--- src/rtl/cram_pkg.sv ---
// rtl/cram_pkg.sv - shared constants and helpers for the cram arbiter slice
package cram_pkg;

  // Sequencer states: one idle cycle to arbitrate, one cycle to drive the cram
  typedef enum logic {
    ST_IDLE   = 1'b0,
    ST_ACCESS = 1'b1
  } state_e;

  // Requester identifiers, also used as the last_grant encoding
  localparam logic PORT0 = 1'b0;
  localparam logic PORT1 = 1'b1;

  // Default geometry of the cram instance this block fronts
  localparam int unsigned DEF_DATA_WIDTH    = 16;
  localparam int unsigned DEF_ADDRESS_WIDTH = 10;

  // The port that did not receive the previous grant
  function automatic logic other_port(input logic port);
    return ~port;
  endfunction

endpackage

--- src/rtl/rr_arb2.sv ---
// rtl/rr_arb2.sv - combinational two-way winner select with round-robin or fixed priority
module rr_arb2
  import cram_pkg::*;
#(
  parameter int p_fixed_priority = 0
) (
  input  logic req0_i,
  input  logic req1_i,
  input  logic last_grant_i,
  output logic valid_o,
  output logic winner_o
);

  // Lone requester always wins; ties go to port 0 or to the port not served last
  always_comb begin
    valid_o  = req0_i | req1_i;
    winner_o = PORT0;
    if (req0_i && req1_i) begin
      if (p_fixed_priority != 0) begin
        winner_o = PORT0;
      end else begin
        winner_o = other_port(last_grant_i);
      end
    end else if (req1_i) begin
      winner_o = PORT1;
    end
  end

endmodule

--- src/rtl/cram_arbiter.sv ---
// rtl/cram_arbiter.sv - two-requester arbiter and sequencer for a single-port cram
module cram_arbiter
  import cram_pkg::*;
#(
  parameter int p_data_width     = DEF_DATA_WIDTH,
  parameter int p_address_width  = DEF_ADDRESS_WIDTH,
  parameter int p_fixed_priority = 0
) (
  input  logic                       i_w_clk,
  input  logic                       i_w_rst_n,
  input  logic                       i_w_req0,
  input  logic                       i_w_req1,
  input  logic                       i_w_wr0,
  input  logic                       i_w_wr1,
  input  logic [p_address_width-1:0] i_w_addr0,
  input  logic [p_address_width-1:0] i_w_addr1,
  input  logic [p_data_width-1:0]    i_w_wdata0,
  input  logic [p_data_width-1:0]    i_w_wdata1,
  output logic                       o_r_gnt0,
  output logic                       o_r_gnt1,
  output logic                       o_r_done0,
  output logic                       o_r_done1,
  output logic [p_data_width-1:0]    o_r_rdata0,
  output logic [p_data_width-1:0]    o_r_rdata1,
  output logic                       o_w_busy,
  output logic [p_address_width-1:0] o_w_cram_address,
  output logic [p_data_width-1:0]    o_w_cram_in,
  output logic                       o_w_cram_we,
  output logic                       o_w_cram_oe,
  input  logic [p_data_width-1:0]    i_w_cram_out
);

  state_e                     state_q, state_d;
  logic                       last_grant_q, last_grant_d;
  logic                       gnt0_q, gnt0_d;
  logic                       gnt1_q, gnt1_d;
  logic                       done0_q, done0_d;
  logic                       done1_q, done1_d;
  logic [p_data_width-1:0]    rdata0_q, rdata0_d;
  logic [p_data_width-1:0]    rdata1_q, rdata1_d;
  logic                       cmd_id_q, cmd_id_d;
  logic                       cmd_wr_q, cmd_wr_d;
  logic [p_address_width-1:0] cmd_addr_q, cmd_addr_d;
  logic [p_data_width-1:0]    cmd_wdata_q, cmd_wdata_d;

  logic arb_valid;
  logic arb_winner;

  rr_arb2 #(
    .p_fixed_priority(p_fixed_priority)
  ) u_rr_arb2 (
    .req0_i      (i_w_req0),
    .req1_i      (i_w_req1),
    .last_grant_i(last_grant_q),
    .valid_o     (arb_valid),
    .winner_o    (arb_winner)
  );

  // State and latched command registers; last_grant starts at port 1 so port 0 wins the first tie
  always_ff @(posedge i_w_clk or negedge i_w_rst_n) begin
    if (!i_w_rst_n) begin
      state_q      <= ST_IDLE;
      last_grant_q <= PORT1;
      gnt0_q       <= 1'b0;
      gnt1_q       <= 1'b0;
      done0_q      <= 1'b0;
      done1_q      <= 1'b0;
      rdata0_q     <= '0;
      rdata1_q     <= '0;
      cmd_id_q     <= PORT0;
      cmd_wr_q     <= 1'b0;
      cmd_addr_q   <= '0;
      cmd_wdata_q  <= '0;
    end else begin
      state_q      <= state_d;
      last_grant_q <= last_grant_d;
      gnt0_q       <= gnt0_d;
      gnt1_q       <= gnt1_d;
      done0_q      <= done0_d;
      done1_q      <= done1_d;
      rdata0_q     <= rdata0_d;
      rdata1_q     <= rdata1_d;
      cmd_id_q     <= cmd_id_d;
      cmd_wr_q     <= cmd_wr_d;
      cmd_addr_q   <= cmd_addr_d;
      cmd_wdata_q  <= cmd_wdata_d;
    end
  end

  // Next-state: accept a command in IDLE, complete it in ACCESS; gnt/done are single-cycle pulses
  always_comb begin
    state_d      = state_q;
    last_grant_d = last_grant_q;
    gnt0_d       = 1'b0;
    gnt1_d       = 1'b0;
    done0_d      = 1'b0;
    done1_d      = 1'b0;
    rdata0_d     = rdata0_q;
    rdata1_d     = rdata1_q;
    cmd_id_d     = cmd_id_q;
    cmd_wr_d     = cmd_wr_q;
    cmd_addr_d   = cmd_addr_q;
    cmd_wdata_d  = cmd_wdata_q;
    case (state_q)
      ST_IDLE: begin
        if (arb_valid) begin
          cmd_id_d     = arb_winner;
          cmd_wr_d     = (arb_winner == PORT1) ? i_w_wr1    : i_w_wr0;
          cmd_addr_d   = (arb_winner == PORT1) ? i_w_addr1  : i_w_addr0;
          cmd_wdata_d  = (arb_winner == PORT1) ? i_w_wdata1 : i_w_wdata0;
          gnt0_d       = (arb_winner == PORT0);
          gnt1_d       = (arb_winner == PORT1);
          last_grant_d = arb_winner;
          state_d      = ST_ACCESS;
        end
      end
      ST_ACCESS: begin
        done0_d = (cmd_id_q == PORT0);
        done1_d = (cmd_id_q == PORT1);
        if (!cmd_wr_q) begin
          if (cmd_id_q == PORT0) begin
            rdata0_d = i_w_cram_out;
          end else begin
            rdata1_d = i_w_cram_out;
          end
        end
        state_d = ST_IDLE;
      end
      default: begin
        state_d = ST_IDLE;
      end
    endcase
  end

  // Cram drive is decoded from state so reset drops we/oe immediately, before the write negedge
  always_comb begin
    o_w_busy         = (state_q == ST_ACCESS);
    o_w_cram_address = '0;
    o_w_cram_in      = '0;
    o_w_cram_we      = 1'b0;
    o_w_cram_oe      = 1'b0;
    if (state_q == ST_ACCESS) begin
      o_w_cram_address = cmd_addr_q;
      o_w_cram_we      = cmd_wr_q;
      o_w_cram_oe      = ~cmd_wr_q;
      if (cmd_wr_q) begin
        o_w_cram_in = cmd_wdata_q;
      end
    end
  end

  assign o_r_gnt0   = gnt0_q;
  assign o_r_gnt1   = gnt1_q;
  assign o_r_done0  = done0_q;
  assign o_r_done1  = done1_q;
  assign o_r_rdata0 = rdata0_q;
  assign o_r_rdata1 = rdata1_q;

endmodule

--- config.mk ---
export PLATFORM = sky130hd
export DESIGN_NAME = cram_arbiter
export DESIGN_NICKNAME = d
export VERILOG_FILES = /design/src/rtl/cram_pkg.sv /design/src/rtl/rr_arb2.sv /design/src/rtl/cram_arbiter.sv
export SDC_FILE = /design/constraint.sdc
export NUM_CORES = 1
export LEC_CHECK = 0
export CORE_UTILIZATION = 30
export CTS_CLUSTER_SIZE = 20
export DETAILED_ROUTE_END_ITERATION = 7
export SLEW_MARGIN = 20
export SYNTH_ARGS = -nofsm -noshare
export SYNTH_HDL_FRONTEND = slang
export SYNTH_SLANG_ARGS = --single-unit
--- constraint.sdc ---
create_clock -name i_w_clk -period 2 [get_ports i_w_clk]
set_input_delay 0.4 -clock i_w_clk [delete_from_list [all_inputs] [get_ports i_w_clk]]
set_output_delay 0.4 -clock i_w_clk [all_outputs]
set_load 0.005 [all_outputs]
==> results of run 1 <==
[power groups by stage]
stage | Sequential [W] | Combinational, W | Clock (W)
2_1_floorplan | 0.00207 | 0.000731 | 0
3_3_place_gp | 0.00205 | 0.00194 | 0
3_5_place_dp | 0.00206 | 0.00197 | 0
4_1_cts | 0.00204 | 0.00196 | 0.00127
5_1_grt | 0.00210 | 0.00210 | 0.00133
6_report | 0.00204 | 0.00194 | 0.00121
[per-stage QoR]
| step | utilization | cells | total power (W) | setup slack (ps) | instance area, sq um |
|---|---|---|---|---|---|
| 6_report | 0.512 | 497 | 0.00519 | 36.8 | 4730 |
| 5_1_grt | 0.512 | 497 | 0.00553 | -41.1 | 4730 |
| 4_1_cts | 0.507 | 495 | 0.00527 | -33.7 | 4680 |
| 3_5_place_dp | 0.483 | 478 | 0.00403 | 110 | 4470 |
| 3_3_place_gp | 0.483 | 478 | 0.00399 | 148 | 4470 |
| 2_1_floorplan | - | 213 | 0.00280 | 538 | 2870 |
[cell usage after synthesis]
library cell / number
a21o_1: 2
nor2b_1: 2
o21bai_1: 1
buf_6: 2
dfstp_2: 1
nor2_2: 1
nand2_1: 3
inv_1: 1
a21bo_2: 1
buf_2: 3
a21oi_1: 6
nor2_1: 3
dfrtp_1: 65
clkbuf_1: 6
a21boi_0: 1
buf_12: 1
nand2_2: 1
and3_1: 16
and2_0: 4
mux2_4: 10
buf_4: 2
nor3b_2: 1
nor2b_4: 2
mux2_2: 22
a221o_1: 24
and2_1: 32
[layer usage]
metal	GRT usage	share of wire
met1	0.208	0.46
met2	0.243	0.44
met3	0.0557	0.089
met4	0.0645	0.011
met5	0	0
[logic make-up after synthesis]
kind of cell / share of synthesized area
buffers and inverters: 0.0344
and+or+nand+nor: 0.144
DFF: 0.575
muxes: 0.139
AOI/OAI and AO/OA: 0.108
[worst register-to-register path: stages, from the launching register on]
cell     delay, ps
dfrtp_2        430
buf_4          150
nor2b_4        130
nor2b_4        140
buf_4          290
mux2_2         370
[cell type report]
type,count,area [sq um]
clock buffers,9,124
flip-flops and latches,66,1660
fillers,864,4510
well taps,129,161
inverters,1,3.75
clock inverters,7,92.6
repair buffers,153,1560
multi-input cells,132,1130
[repair_timing]
item / in CTS / in global routing
hold endpoints to repair: 0 / 0
buffers inserted: 1 / 2
setup endpoints to repair: 26 / 20
hold buffers: 0 / 0
resized for setup: 8 / 12
[how the worst max path moves through the flow]
stage                                   from                    endpoint  slack [ps]
after global placement              i_w_req0  cmd_wdata_q[3]$_DFFE_PN0P_         150
after CTS                 o_w_busy$_DFF_PN0_         o_w_cram_address[9]         -30
after global routing      o_w_busy$_DFF_PN0_              o_w_cram_in[1]         -40
final                     o_w_busy$_DFF_PN0_              o_w_cram_in[1]          40
after detailed placement            i_w_req0   cmd_addr_q[1]$_DFFE_PN0P_         110
after floorplan           o_w_busy$_DFF_PN0_  o_r_rdata0[10]$_DFFE_PN0P_         540
[state kept, by name (all words and copies together), names as in the netlist, 10 cells and up]
| register | flops |
|---|---|
| cmd_wdata_q | 16 |
| o_r_rdata0 | 16 |
| o_r_rdata1 | 16 |
| cmd_addr_q | 10 |
==> summary.md, run 1 <==
| Metric | Value |
|---|---|
| Initial Util | 0.311 |
| Number of distinct library cells after synthesis | 26 |
| DRC | 0 |
| Initial antenna violation count | 0 |
| Routed WL | 7.54 mm |
| CP peak stage delay | 500 ps |
| R2R depth | 5 |
| FF-to-FF Start | cmd_wr_q$_DFFE_PN0P_ |
| Max Freq | 509 MHz |
| Status | finished, final reports clean |
| Final setup viols | 0 |
| Overall Global Routing Usage | 0.160 |
| CP Max Fanout | 21 |
| Comb power frac | 0.374 |
| First DRT Iteration DRCs | 46 |
| RSZ-0062 raised after global routing | yes |
| VDD IR max | 0.368 mV |
| Stages on the worst setup path | 3 |
| Max cap viols | 0 |
| CTS root buf | clkbuf_8 |
| Sequential area share after synthesis | 0.575 |
| Grt ovf | 0 |
| Power Density | 1100 mW/mm^2 |
| Syn Area/Cell | 13.5 sq um |
| Vias in the first global route | 2308 |
| Cells after synthesis | 213 |
| Share of cells above drive strength 1 | 0.204 |
| Most frequent cells in the layout | 121 x clkdlybuf4s50_1, 63 x dfrtp_1, 31 x and2_1, 24 x a221o_1, 22 x mux2_2 |
| Die ar. | 0.00997 sq mm |
| CP startpoint kind | flip-flop |
| Crit Path Category | reg -> out |
| Clock sinks | 66 |
| Internal reg-to-reg setup slack | 380 ps |
| CTS max path bufs | 2 |
| Synth top area share | 0.566 |
| Critical-path cell list | buf_12 > and3_1 > clkdlybuf4s50_1 |
| Setup tns final | 0 ps |
| Largest net degree at the start of global routing | 43 |
| FP Rows | 35 |
| Int Power | 0.00387 W |
| Seq pwr share | 0.392 |
| Crit path capture type | output pin |
| Clk_lat worst skew | 330 ps |
| WP buf/inv | 2 |
| Via count | 2260 |
| First-pass DRT Iterations | 4 |
| Synth-to-Final Area Change | 64.7% |
| RR Endpoint | o_r_rdata0[4]$_DFFE_PN0P_ |
| Fin crit share | 0.982 |
| Synth warnings | 0 |
| DR WL/cell | 15.2 um |
| Count of boundary I/O pins | 139 |
| Top post-synthesis cells by area | dfrtp_1 57%, mux2_2 8.6%, a221o_1 8.4%, and2_1 7.0%, mux2_4 5.2% |
| Post-synthesis register bit count | 66 |
| Worst path top cell family by delay | buffers and inverters |
| Post-DR vias/cell | 4.55 |
| Hold Crit Class | in -> async |
| CTS Buf Count | 9 |
| Syn nets | 287 |
| Leading cell type in the layout, fill and taps excluded | clkdlybuf4s50_1 |
| Nets | 437 |
| Minimum clock period | 1960 ps |
| Final hold vios | 0 |
| N_diodes | 0 |
| Clk pwr share | 0.234 |
| CTS H-tree depth | 3 |
| Worst EP arrival | 1560 ps |
| Fin Clk Skew | 5.53 ps |
| Final max-slew violation count | 0 |
| TritonCTS clock tree | built |
| Sw frac | 0.255 |
| Slowest CP cell | clkdlybuf4s50_1 |
| Die W | 99.9 um |
| Net Sw Power | 0.00133 W |
| Static leakage | 2.22 nW |
| Cell taking the most area after synthesis | dfrtp_1 |
| Core area | 0.00924 sq mm |
| Port Buffers | 138 |
| Synth Cell Area | 0.00287 sq mm |
| Global-route wire length before repair | 12.0 mm |
| Min Hold Slack | 58.3 ps |
| Dpl hpwl | 5.29 mm |
| RePlAce Congestion | 0.695 |
| Clock-pin slew on the worst setup and hold paths | 80 ps |
| Max transition margin | 0.651 |
| Die height | 99.9 um |
| Slew of the pin with the lowest slew margin | 523 ps |
| CP Data Required Time | 1600 ps |
| Number of routed nets with antenna violations | 0 |
Note: power is estimated with default switching activity, not from simulation.
==> inputs of run 2 (changes only) <==
==> constraint.sdc (replaced) <==
create_clock -name i_w_clk -period 2 [get_ports i_w_clk]
set_input_delay 0.3 -clock i_w_clk [delete_from_list [all_inputs] [get_ports i_w_clk]]
set_output_delay 0.3 -clock i_w_clk [all_outputs]
set_load 0.005 [all_outputs]
==> run 2 against run 1 <==
Net effect: design area decreased by 1.1%; sequential power about the same; sequential share of layout area increased by 0.43 points; hold slack improved by 300 ps.
==> summary.md, run 2 (synthesis results as in run 1) <==
| Metric | Value |
|---|---|
| Port Buffers | 138 (unchanged) |
| CTS max path bufs | 2 (unchanged) |
| CTS Buf Count | 9 (unchanged) |
| Routed WL | 7.47 mm (-0.97%) |
| Internal reg-to-reg setup slack | 440 ps (+60 ps) |
| Max cap viols | 0 (unchanged) |
| Final max-slew violation count | 0 (unchanged) |
| DRC | 0 (unchanged) |
| Setup tns final | 0 ps (unchanged) |
| TritonCTS clock tree | built |
| Die W | 99.9 um (unchanged) |
| First-pass DRT Iterations | 4 (unchanged) |
| Min Hold Slack | 358 ps (+300 ps) |
| First DRT Iteration DRCs | 62 (+35%) |
| Sequential cell area | 0.00166 sq mm (about the same) |
| Final setup viols | 0 (unchanged) |
| Clock-pin slew on the worst setup and hold paths | 70 ps (about the same) |
| Vias in the first global route | 2414 (+4.6%) |
| Global-route wire length before repair | 11.8 mm (-1.4%) |
| Multi-input gate area | 0.00113 sq mm (-0.22%) |
| N_diodes | 0 (unchanged) |
| Core area | 0.00924 sq mm (unchanged) |
| Crit path capture type | output pin |
| Slew of the pin with the lowest slew margin | 440 ps (-83.2 ps) |
| Minimum clock period | 1900 ps (-65.8 ps) |
| Pre-CTS WS | 200 ps (+89.4 ps) |
| Power Density | 1090 mW/mm^2 (-0.72%) |
| VDD IR max | 0.413 mV (+12%) |
| RR Endpoint | o_r_rdata0[1]$_DFFE_PN0P_ |
| Worst EP arrival | 1600 ps (+40 ps) |
| CP Data Required Time | 1700 ps (+100 ps) |
| Die height | 99.9 um (unchanged) |
| DR WL/cell | 15.1 um (-0.77%) |
| Leading cell type in the layout, fill and taps excluded | clkdlybuf4s50_1 |
| Share of cells above drive strength 1 | 0.191 (-0.0131) |
| CTS root buf | clkbuf_8 |
| Initial antenna violation count | 0 (unchanged) |
| Pwr Total | 0.00510 W (-1.9%) |
| Fillers | 842 (-2.5%) |
| Via count | 2256 (-0.18%) |
| Nets | 436 (-0.23%) |
| Final hold vios | 0 (unchanged) |
| Clk_lat worst skew | 330 ps (about the same) |
| CTS H-tree depth | 3 (unchanged) |
| Post-DR vias/cell | 4.55 (about the same) |
| RSZ-0062 raised after global routing | yes |
| FF-to-FF Start | cmd_wr_q$_DFFE_PN0P_ |
| RePlAce Congestion | 0.705 (+1.4%) |
| Crit Path Category | reg -> out |
| Die ar. | 0.00997 sq mm (unchanged) |
| Max transition margin | 0.706 (+0.0544) |
| Fin Clk Skew | 6.70 ps (+1.17 ps) |
| Post-CTS Setup Repair Bufs | 0 (-1) |
| Max Freq | 527 MHz (+3.5%) |
| Grt ovf | 0 (unchanged) |
| Overall Global Routing Usage | 0.156 (-0.00399) |
| Setup ws final | 103 ps (+65.8 ps) |
| Status | finished, final reports clean |
| Synth-to-Final Area Change | 62.8% |
| Initial Util | 0.311 (unchanged) |
| Fin crit share | 0.949 (-0.0329) |
| R2R depth | 4 (-1) |
| Most frequent cells in the layout | 136 x clkdlybuf4s50_1, 64 x dfrtp_1, 32 x and2_1, 24 x a221o_1, 22 x mux2_2 |
| Dpl hpwl | 5.30 mm (about the same) |
| CP Max Fanout | 17 (-19%) |
| Hold Crit Class | in -> async |
| Largest net degree at the start of global routing | 26 (-40%) |
| FP Rows | 35 (unchanged) |
| Number of routed nets with antenna violations | 0 (unchanged) |
| Static leakage | 2.02 nW (-9.4%) |
| Clock sinks | 66 (unchanged) |
| Count of boundary I/O pins | 139 (unchanged) |
| CP startpoint kind | flip-flop |
run 2: cell count changes in the layout (fill, tap and decap cells not counted), moves of 2 or more:
cell	before	now
clkdlybuf4s50_1	121	136
dlymetal6s2s_1	10	1
dlygate4sd2_1	6	0
buf_12	4	2
clkbuf_8	9	11
clkinv_2	3	1
clkinvlp_4	0	2
dfrtp_2	2	0
run 2: area by class of cell:
cell class                 count  share of cell area
clock buffer                  12              0.0332
clock inverter                 4              0.0107
sequential                    66               0.354
multi-input combinational    132               0.242
inverter                       1            0.000803
tap                          129              0.0345
timing repair buffer         152               0.325
run 2: how the worst max path moves through the flow:
stage / from / to / slack [ps] / cells after the start
after floorplan: o_w_busy$_DFF_PN0_ / o_r_rdata0[10]$_DFFE_PN0P_ / 540 / 5
after global placement: cmd_wr_q$_DFFE_PN0P_ / o_w_cram_in[15] / 210 / 2
after detailed placement: i_w_req0 / cmd_addr_q[0]$_DFFE_PN0P_ / 200 / 5
after CTS: cmd_wr_q$_DFFE_PN0P_ / o_w_cram_in[0] / 50 / 2
after global routing: o_w_busy$_DFF_PN0_ / o_w_cram_in[15] / 2 / 3
final: o_w_busy$_DFF_PN0_ / o_w_cram_in[15] / 100 / 3
run 2: report_power, final:
group	leakage (nW)	switching [W]	internal, W
clock	0.0986	0.000494	0.000642
combinational	1.13	0.000562	0.00135
sequential	0.791	0.000243	0.00181
total	2.02	0.00130	0.00380
run 2: timing repair:
action | CTS | global route
resized for setup | 1 | 4
hold buffers | 1 | 0
setup endpoints to repair | 18 | 15
endpoints found under the hold margin | 5 | 0
run 2: critical path, stage by stage (launching register included):
cell and delay, ps:
dfrtp_1 400, buf_6 190, and3_1 170, clkdlybuf4s50_1 510
run 2: per-layer routing:
metal | routed length (um) | vias up | track usage
met5 | 0 | - | 0
met4 | 76 | 0 | 0.0543
met3 | 617 | 5 | 0.0515
met2 | 3400 | 104 | 0.243
met1 | 3380 | 1089 | 0.202
li1 | - | 1058 | -
run 2: stage by stage:
stage,area [sq um],cells,utilization
detailed placement,4450,479,0.481
global placement,4450,479,0.481
finish,4680,496,0.506
CTS,4660,496,0.505
global route,4680,496,0.506
floorplan,2870,213,-
